<file path="src/rtl/alu_seq.sv">
// Multi-cycle ALU for the cpuy datapath: single-cycle logic/arith ops, shift-add MUL and
// restoring DIV, with valid/ready handshakes on both sides and registered, non-sticky flags.
module alu_seq #(
  parameter int WIDTH = 8
) (
  input  logic             clk,
  input  logic             rst,
  input  logic             in_valid,
  output logic             in_ready,
  input  logic [3:0]       opcode,
  input  logic [WIDTH-1:0] op_a,
  input  logic [WIDTH-1:0] op_b,
  input  logic             carry_in,
  output logic             out_valid,
  input  logic             out_ready,
  output logic [WIDTH-1:0] result_l,
  output logic [WIDTH-1:0] result_h,
  output logic             carry,
  output logic             zero,
  output logic             sign,
  output logic             busy
);
  localparam int CW = $clog2(WIDTH);
  localparam int HW = WIDTH / 2;

  typedef enum logic [1:0] {IDLE = 2'd0, RUN = 2'd1, DONE = 2'd2} state_t;

  state_t             state_q, state_d;
  logic [CW-1:0]      cnt_q, cnt_d;
  logic               is_div_q, is_div_d;
  logic [WIDTH-1:0]   b_q, b_d;
  logic [2*WIDTH-1:0] acc_q, acc_d, mc_q, mc_d;
  logic [WIDTH-1:0]   mp_q, mp_d, rem_q, rem_d, quo_q, quo_d;
  logic [WIDTH-1:0]   res_l_q, res_l_d, res_h_q, res_h_d;
  logic               carry_q, carry_d, zero_q, zero_d, sign_q, sign_d;

  logic [WIDTH-1:0]   sc_l, sc_h;
  logic               sc_c, sc_s, sc_z, is_multi;
  logic [WIDTH:0]     sum;
  logic [2*WIDTH-1:0] mul_sum;
  logic [WIDTH:0]     trial, rem_full;
  logic               div_ge;
  logic [WIDTH-1:0]   rem_nx, quo_nx;
  logic               div_unused;

  // Single-cycle results, computed straight from the accepted operands
  always_comb begin
    sc_l = '0;
    sc_h = '0;
    sc_c = 1'b0;
    sc_s = 1'b0;
    sum  = '0;
    case (opcode)
      4'd0: begin
        sum = {1'b0, op_a} + {1'b0, op_b} + {{WIDTH{1'b0}}, carry_in};
        {sc_c, sc_l} = sum;
      end
      4'd1, 4'd15: begin
        if (op_a < op_b) begin
          sc_l = op_b - op_a;
          sc_s = 1'b1;
        end else begin
          sc_l = op_a - op_b;
        end
        if (opcode == 4'd15) begin
          sc_l = '0;
        end else begin
          sc_l = sc_l;
        end
      end
      4'd3: begin
        // Only reached as a single-cycle op when dividing by zero
        sc_l = '1;
        sc_h = op_a;
        sc_c = 1'b1;
      end
      4'd4: sc_l = op_a & op_b;
      4'd5: sc_l = op_a | op_b;
      4'd6: sc_l = op_a ^ op_b;
      4'd7: sc_l = ~op_a;
      4'd8: begin
        sum = {1'b0, op_a} + {{WIDTH{1'b0}}, 1'b1};
        {sc_c, sc_l} = sum;
      end
      4'd9: begin
        sc_l = op_a - {{(WIDTH-1){1'b0}}, 1'b1};
        sc_s = (op_a == '0);
      end
      4'd10: sc_l = {op_a[WIDTH-2:0], op_a[WIDTH-1]};
      4'd11: sc_l = {op_a[0], op_a[WIDTH-1:1]};
      4'd12: begin
        sc_l = {op_a[WIDTH-2:0], carry_in};
        sc_c = op_a[WIDTH-1];
      end
      4'd13: begin
        sc_l = {carry_in, op_a[WIDTH-1:1]};
        sc_c = op_a[0];
      end
      4'd14: sc_l = {op_a[HW-1:0], op_a[WIDTH-1:HW]};
      default: begin
        sc_l = '0;
        sc_h = '0;
      end
    endcase
    if (opcode == 4'd15) begin
      sc_z = (op_a == op_b);
    end else begin
      sc_z = ({sc_h, sc_l} == '0);
    end
    is_multi = (opcode == 4'd2) || ((opcode == 4'd3) && (op_b != '0));
  end

  // One MUL/DIV iteration; the shifted partial remainder is WIDTH+1 bits
  always_comb begin
    mul_sum    = acc_q + (mp_q[0] ? mc_q : '0);
    trial      = {rem_q, quo_q[WIDTH-1]};
    div_ge     = (trial >= {1'b0, b_q});
    rem_full   = div_ge ? (trial - {1'b0, b_q}) : trial;
    rem_nx     = rem_full[WIDTH-1:0];
    div_unused = rem_full[WIDTH];
    quo_nx     = {quo_q[WIDTH-2:0], div_ge};
  end

  // State register
  always_ff @(posedge clk) begin
    if (rst) begin
      state_q <= IDLE;
    end else begin
      state_q <= state_d;
    end
  end

  // Next-state logic
  always_comb begin
    state_d = state_q;
    case (state_q)
      IDLE: begin
        if (in_valid) begin
          state_d = is_multi ? RUN : DONE;
        end else begin
          state_d = IDLE;
        end
      end
      RUN: begin
        if (cnt_q == '0) begin
          state_d = DONE;
        end else begin
          state_d = RUN;
        end
      end
      DONE: begin
        if (out_ready) begin
          state_d = IDLE;
        end else begin
          state_d = DONE;
        end
      end
      default: state_d = IDLE;
    endcase
  end

  // Outputs decoded from the registered state
  always_comb begin
    case (state_q)
      IDLE:    {in_ready, out_valid, busy} = 3'b100;
      RUN:     {in_ready, out_valid, busy} = 3'b001;
      DONE:    {in_ready, out_valid, busy} = 3'b010;
      default: {in_ready, out_valid, busy} = 3'b000;
    endcase
  end

  // Datapath and result register updates
  always_comb begin
    cnt_d    = cnt_q;
    is_div_d = is_div_q;
    b_d      = b_q;
    acc_d    = acc_q;
    mc_d     = mc_q;
    mp_d     = mp_q;
    rem_d    = rem_q;
    quo_d    = quo_q;
    res_l_d  = res_l_q;
    res_h_d  = res_h_q;
    carry_d  = carry_q;
    zero_d   = zero_q;
    sign_d   = sign_q;
    if ((state_q == IDLE) && in_valid) begin
      if (is_multi) begin
        cnt_d    = CW'(WIDTH - 1);
        is_div_d = opcode[0];
        b_d      = op_b;
        acc_d    = '0;
        mc_d     = {{WIDTH{1'b0}}, op_a};
        mp_d     = op_b;
        rem_d    = '0;
        quo_d    = op_a;
      end else begin
        res_l_d = sc_l;
        res_h_d = sc_h;
        carry_d = sc_c;
        zero_d  = sc_z;
        sign_d  = sc_s;
      end
    end else if (state_q == RUN) begin
      cnt_d = cnt_q - {{(CW-1){1'b0}}, 1'b1};
      acc_d = mul_sum;
      mc_d  = mc_q << 1;
      mp_d  = mp_q >> 1;
      rem_d = rem_nx;
      quo_d = quo_nx;
      if (cnt_q == '0) begin
        if (is_div_q) begin
          res_l_d = quo_nx;
          res_h_d = rem_nx;
        end else begin
          {res_h_d, res_l_d} = mul_sum;
        end
        carry_d = 1'b0;
        sign_d  = 1'b0;
        zero_d  = is_div_q ? ({rem_nx, quo_nx} == '0) : (mul_sum == '0);
      end else begin
        zero_d = zero_q;
      end
    end else begin
      cnt_d = cnt_q;
    end
  end

  // Datapath and result registers
  always_ff @(posedge clk) begin
    if (rst) begin
      cnt_q    <= '0;
      is_div_q <= 1'b0;
      b_q      <= '0;
      acc_q    <= '0;
      mc_q     <= '0;
      mp_q     <= '0;
      rem_q    <= '0;
      quo_q    <= '0;
      res_l_q  <= '0;
      res_h_q  <= '0;
      carry_q  <= 1'b0;
      zero_q   <= 1'b0;
      sign_q   <= 1'b0;
    end else begin
      cnt_q    <= cnt_d;
      is_div_q <= is_div_d;
      b_q      <= b_d;
      acc_q    <= acc_d;
      mc_q     <= mc_d;
      mp_q     <= mp_d;
      rem_q    <= rem_d;
      quo_q    <= quo_d;
      res_l_q  <= res_l_d;
      res_h_q  <= res_h_d;
      carry_q  <= carry_d;
      zero_q   <= zero_d;
      sign_q   <= sign_d;
    end
  end

  assign result_l = res_l_q;
  assign result_h = res_h_q;
  assign carry    = carry_q;
  assign zero     = zero_q;
  assign sign     = sign_q;
endmodule
</file>
<file path="config.mk">
export PLATFORM = sky130hd
export DESIGN_NAME = alu_seq
export DESIGN_NICKNAME = d
export VERILOG_FILES = /design/src/rtl/alu_seq.sv
export SDC_FILE = /design/constraint.sdc
export NUM_CORES = 1
export LEC_CHECK = 0
export ABC_AREA = 1
export CAP_MARGIN = 20
export CORE_AREA = 2 2 118 235
export DETAILED_ROUTE_END_ITERATION = 16
export DIE_AREA = 0 0 120 237
export MAX_ROUTING_LAYER = met4
export PLACE_DENSITY = 0.47
export SETUP_SLACK_MARGIN = 0.5
export SLEW_MARGIN = 25
export SYNTH_ARGS = -nofsm -noshare
export SYNTH_HDL_FRONTEND = slang
export SYNTH_SLANG_ARGS = --single-unit
</file>
<file path="constraint.sdc">
create_clock -name clk -period 3.18 [get_ports clk]
set_input_delay 0.318 -clock clk [delete_from_list [all_inputs] [get_ports clk]]
set_output_delay 0.318 -clock clk [all_outputs]
set_load 0.005 [all_outputs]
</file>
# After elaboration in Yosys (flattened, before gate mapping)
# Index checks and enable logic that the tools add are counted.
[op_classes]
n_addsub = 9
multipliers = 0
div_mod_pow = 0
n_lt_le_gt_ge = 2
eq_ne = 20
n_shift = 0
mux = 57
n_bitwise = 4
n_reduce_logical = 17
[ops]
columns = ["operator", "n"]
rows = [
  ["$mux W8", 23],
  ["$mux W16", 7],
  ["$pmux W8 S14", 1],
  ["$logic_not A16 Y1", 3],
  ["$eq A4 B4 Y1 const B", 8],
  ["$sub A8 B8 Y8", 3],
  ["$add A16 B16 Y16", 1],
  ["$eq A4 B3 Y1 const B", 4],
  ["$mux W1", 16],
  ["$add A8 B1 Y9 const B", 1],
  ["$add A8 B8 Y9", 1],
  ["$add A9 B1 Y9", 1],
  ["$ge A9 B8 Y1", 1],
  ["$mux W3", 3],
  ["$and A8 B8 Y8", 1],
  ["$eq A4 B2 Y1 const B", 2],
  ["$eq A8 B8 Y1", 1],
  ["$logic_not A8 Y1", 1],
  ["$lt A8 B8 Y1", 1],
  ["$mux W2", 4],
  ["$not A8 Y8", 1],
  ["$or A8 B8 Y8", 1],
  ["$reduce_bool A8 Y1", 1],
  ["$sub A8 B1 Y8 const B", 1],
  ["18 further kinds", 22],
]
[word_totals]
register_bits = 89
latchBits = 0
ram_bits = 0
romBits = 0
inputBits = 25
output_inout_bits = 22
wordCells = 123
mem_count = 0

# Longest topological paths before layout
# Gate-level depths: netlist (run 1).
[depth]
word_depth = 8
mapped_depth = 21
ltp_nobuf = 20

# Worst setup path before layout (run 1)
# Ideal clock, no wire load.
[synth_path]
path_type = "reg-to-reg"
startpoint = "register mp_q[0]"
endpoint = "register zero_q, in the netlist zero"
arrival_ns = 2.298
required_time_ns = 3.112
slack_ns = 0.814
stages_incl_launch_ff = 19
synth_period_minus_slack_ns = 2.366
cell_sequence = "dfxtp_1 -> clkbuf_1 -> clkbuf_1 -> nand2_1 -> inv_1 -> ha_1 -> nand2_1 -> inv_1 -> a21oi_1 -> nor2_1 -> nor2_1 -> nand3_1 -> nand2_1 -> nand2_1 -> nor2_1 -> nand4_1 -> nand2_1 -> nand3_2 -> a21oi_2"
[synth_via]
elab_chain_cells = 7
[synth_lines]
columns = ["element", "line", "text"]
rows = [
  ["from (decl)", "33", "logic [WIDTH-1:0] mp_q, mp_d, rem_q, rem_d, quo_q, quo_d;"],
  ["from (signal assigned)", "251", "mp_q <= mp_d;"],
  ["$mux W16", "115", "mul_sum = acc_q + (mp_q[0] ? mc_q : '0);"],
  ["$add A16 B16 Y16", "115", ""],
  ["$logic_not A16 Y1", "220", "zero_d = is_div_q ? ({rem_nx, quo_nx} == '0) : (mul_sum == '0);"],
  ["$mux W1", "220", ""],
  ["$mux W1", "211", "if (cnt_q == '0) begin"],
  ["$mux W1", "204", "end else if (state_q == RUN) begin"],
  ["$mux W1", "187", "if ((state_q == IDLE) && in_valid) begin"],
  ["to (signal assigned)", "257", "zero_q <= zero_d;"],
  ["to (decl)", "35", "logic carry_q, carry_d, zero_q, zero_d, sign_q, sign_d;"],
]
# No other way between the ends. The select of a mux whose other input is x is not followed.
# A chain may end at the register's enable or synchronous reset.

# Worst setup path in the final report (run 1)
[layout_path]
startpoint = "register state_q[0]"
endpoint = "output port busy"
[layout_via]
elab_chain_cells = 2
[layout_lines]
columns = ["element", "line", "text"]
rows = [
  ["from (decl)", "28", "state_t state_q, state_d;"],
  ["from (signal assigned)", "129", "state_q <= state_d;"],
  ["$eq A2 B1 Y1", "164", "case (state_q)"],
  ["$mux W1", "164", ""],
  ["to (decl)", "21", "output logic busy"],
]
# No other way between the ends.

==> results of run 1 <==
==> cell type report <==
cell class / count / area (um^2)
inverter: 170 / 638
sequential: 89 / 1780
clock inverter: 7 / 77.6
clock buffer: 9 / 225
tap: 348 / 435
multi-input combinational: 1027 / 5290
timing repair buffer: 95 / 832
fill: 3020 / 17400
==> per-layer routing <==
metal | wire [um] | vias to the layer above
li1 | - | 4385
met1 | 13700 | 4082
met2 | 13700 | 221
met3 | 1110 | 58
met4 | 1120 | 0
met5 | 0 | -
==> worst reg2reg max path, cell delays in order, from the launching register on <==
cell	delay (ns)
dfxtp_2	0.37
nand2_1	0.08
inv_1	0.04
ha_1	0.23
fa_2	0.39
nand3_1	0.08
nand3_1	0.15
or2_2	0.31
nand2_1	0.07
nand3_1	0.07
nor3_1	0.20
nand4_1	0.15
nand2_1	0.15
nand3_2	0.09
a21oi_2	0.11
==> cell families (layout without fill, tap and decap cells) <==
logic type | count (synthesis) | count (layout)
flops | 89 | 89
compound gates | 188 | 188
buf+inv | 214 | 281
fa+ha+maj | 67 | 67
xor+xnor | 12 | 12
simple gates | 759 | 760
==> report_power, final <==
group / internal, mW / total [mW] / switching (mW)
Sequential: 1.15 / 1.17 / 0.0260
Clock: 0.553 / 1.07 / 0.518
Combinational: 0.295 / 0.830 / 0.535
==> layout by cell type, fill, tap and decap left out, drive strengths merged <==
cell type	synthesis	layout
o21bai	1	1
nand3b	5	5
o21ai	32	32
clkinvlp	0	1
dfxtp	89	89
o221ai	3	3
nand3	103	103
o211ai	14	14
a41oi	1	1
a221o	1	1
inv	169	170
nor4	3	3
fa	6	6
a31o	1	1
a21oi	106	106
o2111ai	2	2
nand2	486	486
nor3	9	9
clkbuf	16	9
or2	3	3
clkinv	1	6
dlymetal6s2s	0	2
nor2	123	124
o22ai	1	1
xnor2	3	3
clkdlybuf4s50	0	43
xor2	9	9
buf	27	50
nand4	25	25
ha	61	61
a31oi	25	25
and2	2	2
a21boi	1	1
==> worst paths after layout <==
path	to	slack, ns	cells after the start
worst min-delay path	result_l[5]	0.36	2
worst max-delay path	busy	0.58	4
worst min register to register	rem_q[7]	0.47	2
worst max register to register	zero	0.62	14
==> state kept, by name, indices dropped and copies added (netlist names) <==
name      count
carry         1
rem_q         8
acc_q        16
mc_q         16
sign          1
b_q           8
result_l      8
result_h      8
mp_q          8
zero          1
state_q       2
is_div_q      1
quo_q         8
cnt_q         3
==> repair_timing <==
item | in CTS | in global routing
endpoints found under the setup margin | 1 | 22
gates cloned | 0 | 1
pin swaps | 0 | 1
setup buffers | 0 | 0
gates resized for setup | 3 | 12
==> results by group, run 1 <==
Clock network
  – H-tree depth: 3
  – Num CTS Buffers: 9
  – CTS hold repair buffers: 0
  – Clk sink count: 89
  – CTS root buffer: clkbuf_16
  – Clk_lat worst skew: 0.36 ns
  – Worst-case clock buffer depth: 2
  – Clock slew at reported path FFs: 0.07 ns
  – CTS tree: done

STA
  – # setup viols final: 0
  – Final worst setup slack: 0.585 ns
  – Max Fclk: 0.385 GHz
  – Clock skew: 0.0110 ns
  – Crit share post-route: 81.6%
  – Sum Neg Setup Slack: 0 ns
  – Unrepaired setup endpoints after global routing: true
  – Final Hold Viols: 0
  – Worst-Margin Slew: 1.12 ns
  – WHS: 0.363 ns
  – Relative slew slack: 25.5%
  – Slew Limit Fails: 0
  – Period minus WS final: 2.60 ns

Finish
  – Nets: 1484
  – Non-Filler Instances: 1745
  – ANT cells: 0
  – Area Overhead vs Synth: 17.3%
  – Final Cell Area: 9290 um^2
  – Share of the core filled with cells: 34.8%
  – Layout cell share with drive strength beyond 1: 8.45%

Synth
  – Simple-gate portion of the synthesized area: 40.1%
  – Area contributors post-synth: dfxtp_1 (22%), nand2_1 (22%), ha_1 (9.6%)
  – Mapped Area: 7920 um^2
  – Commonest cells post-synth: nand2_1 (474), inv_1 (160), nor2_1 (114)
  – YS warnings: 0
  – XOR/XNOR Fraction of Synth Area: 1.33%
  – Yosys top cell by area: dfxtp_1
  – Sequential fraction of the synthesis area: 22.5%
  – Main combinational cell family by area after synthesis: simple AND/OR/NAND/NOR gates
  – Mux share of post-synthesis cell area: 0%
  – Post-synth top flop: dfxtp_1
  – Most frequent cell after synthesis: nand2_1
  – Syn Nets: 1421
  – Flops & latches, synth: 89
  – Synth top area share: 22.5%
  – Async S/R FF share, synth: 0%
  – Adder-cell area share of the yosys netlist: 11.2%
  – Cells after Synth: 1329
  – EDFF count, synth: 0
  – Synth unique cells: 45
  – Syn avg cell area: 5.96 um^2
  – Complex-gate fraction of the synthesized area: 13.5%

Run
  – MaxCap Viol Count: 0

Floorplanning
  – Die Wd: 120 um
  – DIE AREA: 28400 um^2
  – Die span in y: 237 um
  – I/O Pins: 47
  – Core Footprint: 26700 um^2
  – Starting Density: 29.7%
  – Row count: 85

Global route
  – Vias in the first global route: 8453
  – Largest net degree at the start of global routing: 63
  – Met3 usage: 2.48%
  – Met2 usage: 33.8%
  – First-pass GRT wire length: 46.4 mm
  – GRT Util Overall: 21.4%
  – GRT Max-Usage Layer: met2
  – Initial antenna violation count: 0
  – GRT overflow: 0
  – Met1 Use GR: 27.7%

Setup path
  – Crit path max fanout: 49
  – Startpoint types: flip-flop
  – Critical path type: flip-flop to output pin
  – Crit path from: state_q[0]
  – CP bufs+invs: 3
  – Critical Path Slowest Stage Cell: clkdlybuf4s50_1
  – CP cell instances: inv_1 -> nor2_4 -> buf_4 -> clkdlybuf4s50_1
  – Critical path required time: 2.86 ns
  – CP delay by family, top: buffers and inverters
  – Crit end category: output pin
  – Worst r2r src: mp_q[0]
  – CP arrival: 2.28 ns
  – Crit-path max cell delay: 0.61 ns

Pwr
  – Pwr dens: 331 nW/um^2
  – Max VDD drop: 0.198 mV
  – Post-route total power: 3.08 mW
  – Leakage: 4.58 nW

Detailed routing
  – DRT Pass-1 Iters: 5
  – Vias: 8746
  – Final ANT Viol Nets: 0
  – Via density: 5.01
  – Iter 0 DRT Violations: 577
  – WL final: 29.6 mm
  – Detailed-route DRC error count: 0
  – Routed length per instance: 17.0 um

Status
  – Status: complete, no violations

Placement
  – PortBufs: 46
  – DP Wirelength: 23.0 mm
  – Placed Instances: 1728
  – DP Area: 8920 um^2
  – Pre-CTS setup slack: 0.185 ns
  – GPL Wtd Cong: 0.969

Hold path
  – Worst min path class: primary input to flip-flop
  – HP Start: rst
No activity file was read; power rests on OpenSTA's default activity.
==> run 2: changes to the inputs <==
==> constraint.sdc (replaced) <==
create_clock -name clk -period 2.7 [get_ports clk]
set_input_delay 0.27 -clock clk [delete_from_list [all_inputs] [get_ports clk]]
set_output_delay 0.27 -clock clk [all_outputs]
set_load 0.005 [all_outputs]
==> run 2 against run 1 <==
Against the previous run: via count up 4.3%; sequential share of layout area down 2.4 points; combinational power up 40%; sequential power up 18%; power up 24%.
==> results by group, run 2 (synthesized netlist as in run 1, its figures left out) <==
Setup path
  – Crit path depth: 16 (+12)
  – CP cell instances: buf_12 -> nand2_1 -> inv_1 -> ha_4 -> fa_2 -> nand2_2 -> nand3_4 -> nand3_1 -> nand3b_1 -> nand2_2 -> nand2_1 -> nor2_1 -> nand4_1 -> nand2_2 -> nand3_2 -> a21oi_2
  – Crit-path max cell delay: 0.38 ns (-0.23 ns)
  – Critical path required time: 2.98 ns (+0.12 ns)
  – Crit path max fanout: 17 (-65%)
  – Startpoint types: flip-flop
  – Crit end category: flip-flop
  – CP arrival: 2.71 ns (+0.43 ns)
  – Critical path type: flip-flop to flip-flop
  – Critical Path Slowest Stage Cell: fa_2
  – CP delay by family, top: simple AND/OR/NAND/NOR gates
  – CP bufs+invs: 2 (-1)
  – Reg2reg path depth: 16 (+2)
  – Most used cell, CP: nand2_2

STA
  – Max Fclk: 0.412 GHz
  – Unrepaired setup endpoints after global routing: true
  – Crit share post-route: 89.9%
  – # setup viols final: 0 (unchanged)
  – Worst-Margin Slew: 0.634 ns (-0.482 ns)
  – WHS: 0.374 ns (+0.0110 ns)
  – Final Hold Viols: 0 (unchanged)
  – Period minus WS final: 2.43 ns
  – Slew Limit Fails: 0 (unchanged)
  – Relative slew slack: 57.6% (+32 points)
  – Sum Neg Setup Slack: 0 ns (unchanged)
  – Clock skew: 0.0132 ns (+0.00215 ns)

Placement
  – Placed Instances: 1806 (+4.5%)
  – GPL Wtd Cong: 0.982 (+1.4%)
  – DP Wirelength: 23.6 mm (+2.2%)
  – DP Area: 9540 um^2 (+7.0%)
  – PortBufs: 46 (unchanged)

Finish
  – ANT cells: 0 (unchanged)
  – Largest registers: acc_q x16, mc_q x16
  – Most frequent cells in the layout: nand2_1 (443), inv_1 (146), buf_4 (135), nor2_1 (102)
  – Non-Filler Instances: 1839 (+5.4%)
  – Leading cell type in the layout, fill and taps excluded: nand2_1
  – Final Cell Area: 10600 um^2 (+14%)
  – Area Overhead vs Synth: 33.7%
  – Layout cell share with drive strength beyond 1: 21.1% (+13 points)
  – Nets: 1578 (+6.3%)

Detailed routing
  – Via density: 4.96 (-1.0%)
  – Final ANT Viol Nets: 0 (unchanged)
  – DRT Pass-1 Iters: 5 (unchanged)
  – WL final: 30.2 mm (+2.1%)
  – Vias: 9124 (+4.3%)
  – Routed length per instance: 16.4 um (-3.1%)
  – Detailed-route DRC error count: 0 (unchanged)
  – Iter 0 DRT Violations: 712 (+23%)

Clock network
  – Worst-case clock buffer depth: 2 (unchanged)
  – H-tree depth: 3 (unchanged)
  – Num CTS Buffers: 9 (unchanged)
  – Clock slew at reported path FFs: 0.08 ns (about the same)
  – CTS hold repair buffers: 0 (unchanged)
  – Clk sink count: 89 (unchanged)
  – Clk_lat worst skew: 0.36 ns (about the same)
  – CTS tree: done
  – CTS root buffer: clkbuf_16

Floorplanning
  – DIE AREA: 28400 um^2 (unchanged)
  – I/O Pins: 47 (unchanged)
  – Die span in y: 237 um (unchanged)
  – Core Footprint: 26700 um^2 (unchanged)
  – Starting Density: 29.7% (unchanged)
  – Die Wd: 120 um (unchanged)
  – Row count: 85 (unchanged)

Global route
  – GRT Util Overall: 21.5% (+0.11 points)
  – Initial antenna violation count: 0 (unchanged)
  – GRT overflow: 0 (unchanged)
  – Vias in the first global route: 8678 (+2.7%)
  – First-pass GRT wire length: 47.1 mm (+1.5%)
  – Largest net degree at the start of global routing: 54 (-14%)

Status
  – Status: complete, no violations

Hold path
  – Min-Delay Path Depth: 4 (+2)
  – Worst min path class: primary input to flip-flop

Run
  – MaxCap Viol Count: 0 (unchanged)

Pwr
  – Leakage: 5.16 nW (+13%)
  – Max VDD drop: 0.239 mV (+21%)
  – Pwr dens: 362 nW/um^2 (+9.2%)
-- run 2: metrics by stage --
stage          setup WS [ns]  power, mW  utilization [%]
2_1_floorplan          0.510       1.99                -
3_3_place_gp          -0.143       2.48             35.7
3_5_place_dp          -0.154       2.48             35.7
4_1_cts                0.245       3.78             37.6
5_1_grt               0.0662       4.02             39.6
6_report               0.274       3.83             39.6
-- run 2: worst register-to-register path: stages, from the launching register on --
cell	delay (ns)
dfxtp_2	0.33
buf_12	0.15
nand2_1	0.07
inv_1	0.06
ha_4	0.17
fa_2	0.38
nand2_2	0.10
nand3_4	0.10
nand3_1	0.12
nand3b_1	0.14
nand2_2	0.14
nand2_1	0.06
nor2_1	0.09
nand4_1	0.14
nand2_2	0.13
nand3_2	0.08
a21oi_2	0.11
-- run 2: power by group --
group / switching [mW] / leakage (nW) / internal (mW) / total [mW]
registers: 0.0307 / 0.722 / 1.35 / 1.38
logic: 0.678 / 4.29 / 0.480 / 1.16
clock network: 0.595 / 0.145 / 0.690 / 1.29
total: 1.30 / 5.16 / 2.52 / 3.83
-- run 2: final timing paths --
kind | start | to | slack [ns]
max | mp_q[0] | zero | 0.27
min | rst | quo_q[0] | 0.37
max reg2reg | mp_q[0] | zero | 0.27
min reg2reg | mc_q[15] | mc_q[15] | 0.46
-- run 2: metal layers --
metal  global-route usage, %  wire, um  part of all wire (%)
met1                    27.8     13700                    45
met3                    2.24      1350                   4.5
met4                    6.31       790                   2.6
met2                    35.4     14300                    47
met5                       -         0                     0
-- run 2: layout make-up --
type,instances,area (um^2)
multi-input cells,1026,5800
well taps,348,435
fillers,2848,16100
inverters,170,647
flip-flops and latches,89,1780
clock buffers,11,253
clock inverters,5,45.0
repair buffers,190,1620
-- run 2: timing repair --
item                                    4_1_cts  5_1_grt
endpoints found under the setup margin       27       42
resized for setup                            35      123
pin swaps                                     6       41
setup buffers                                 6       11
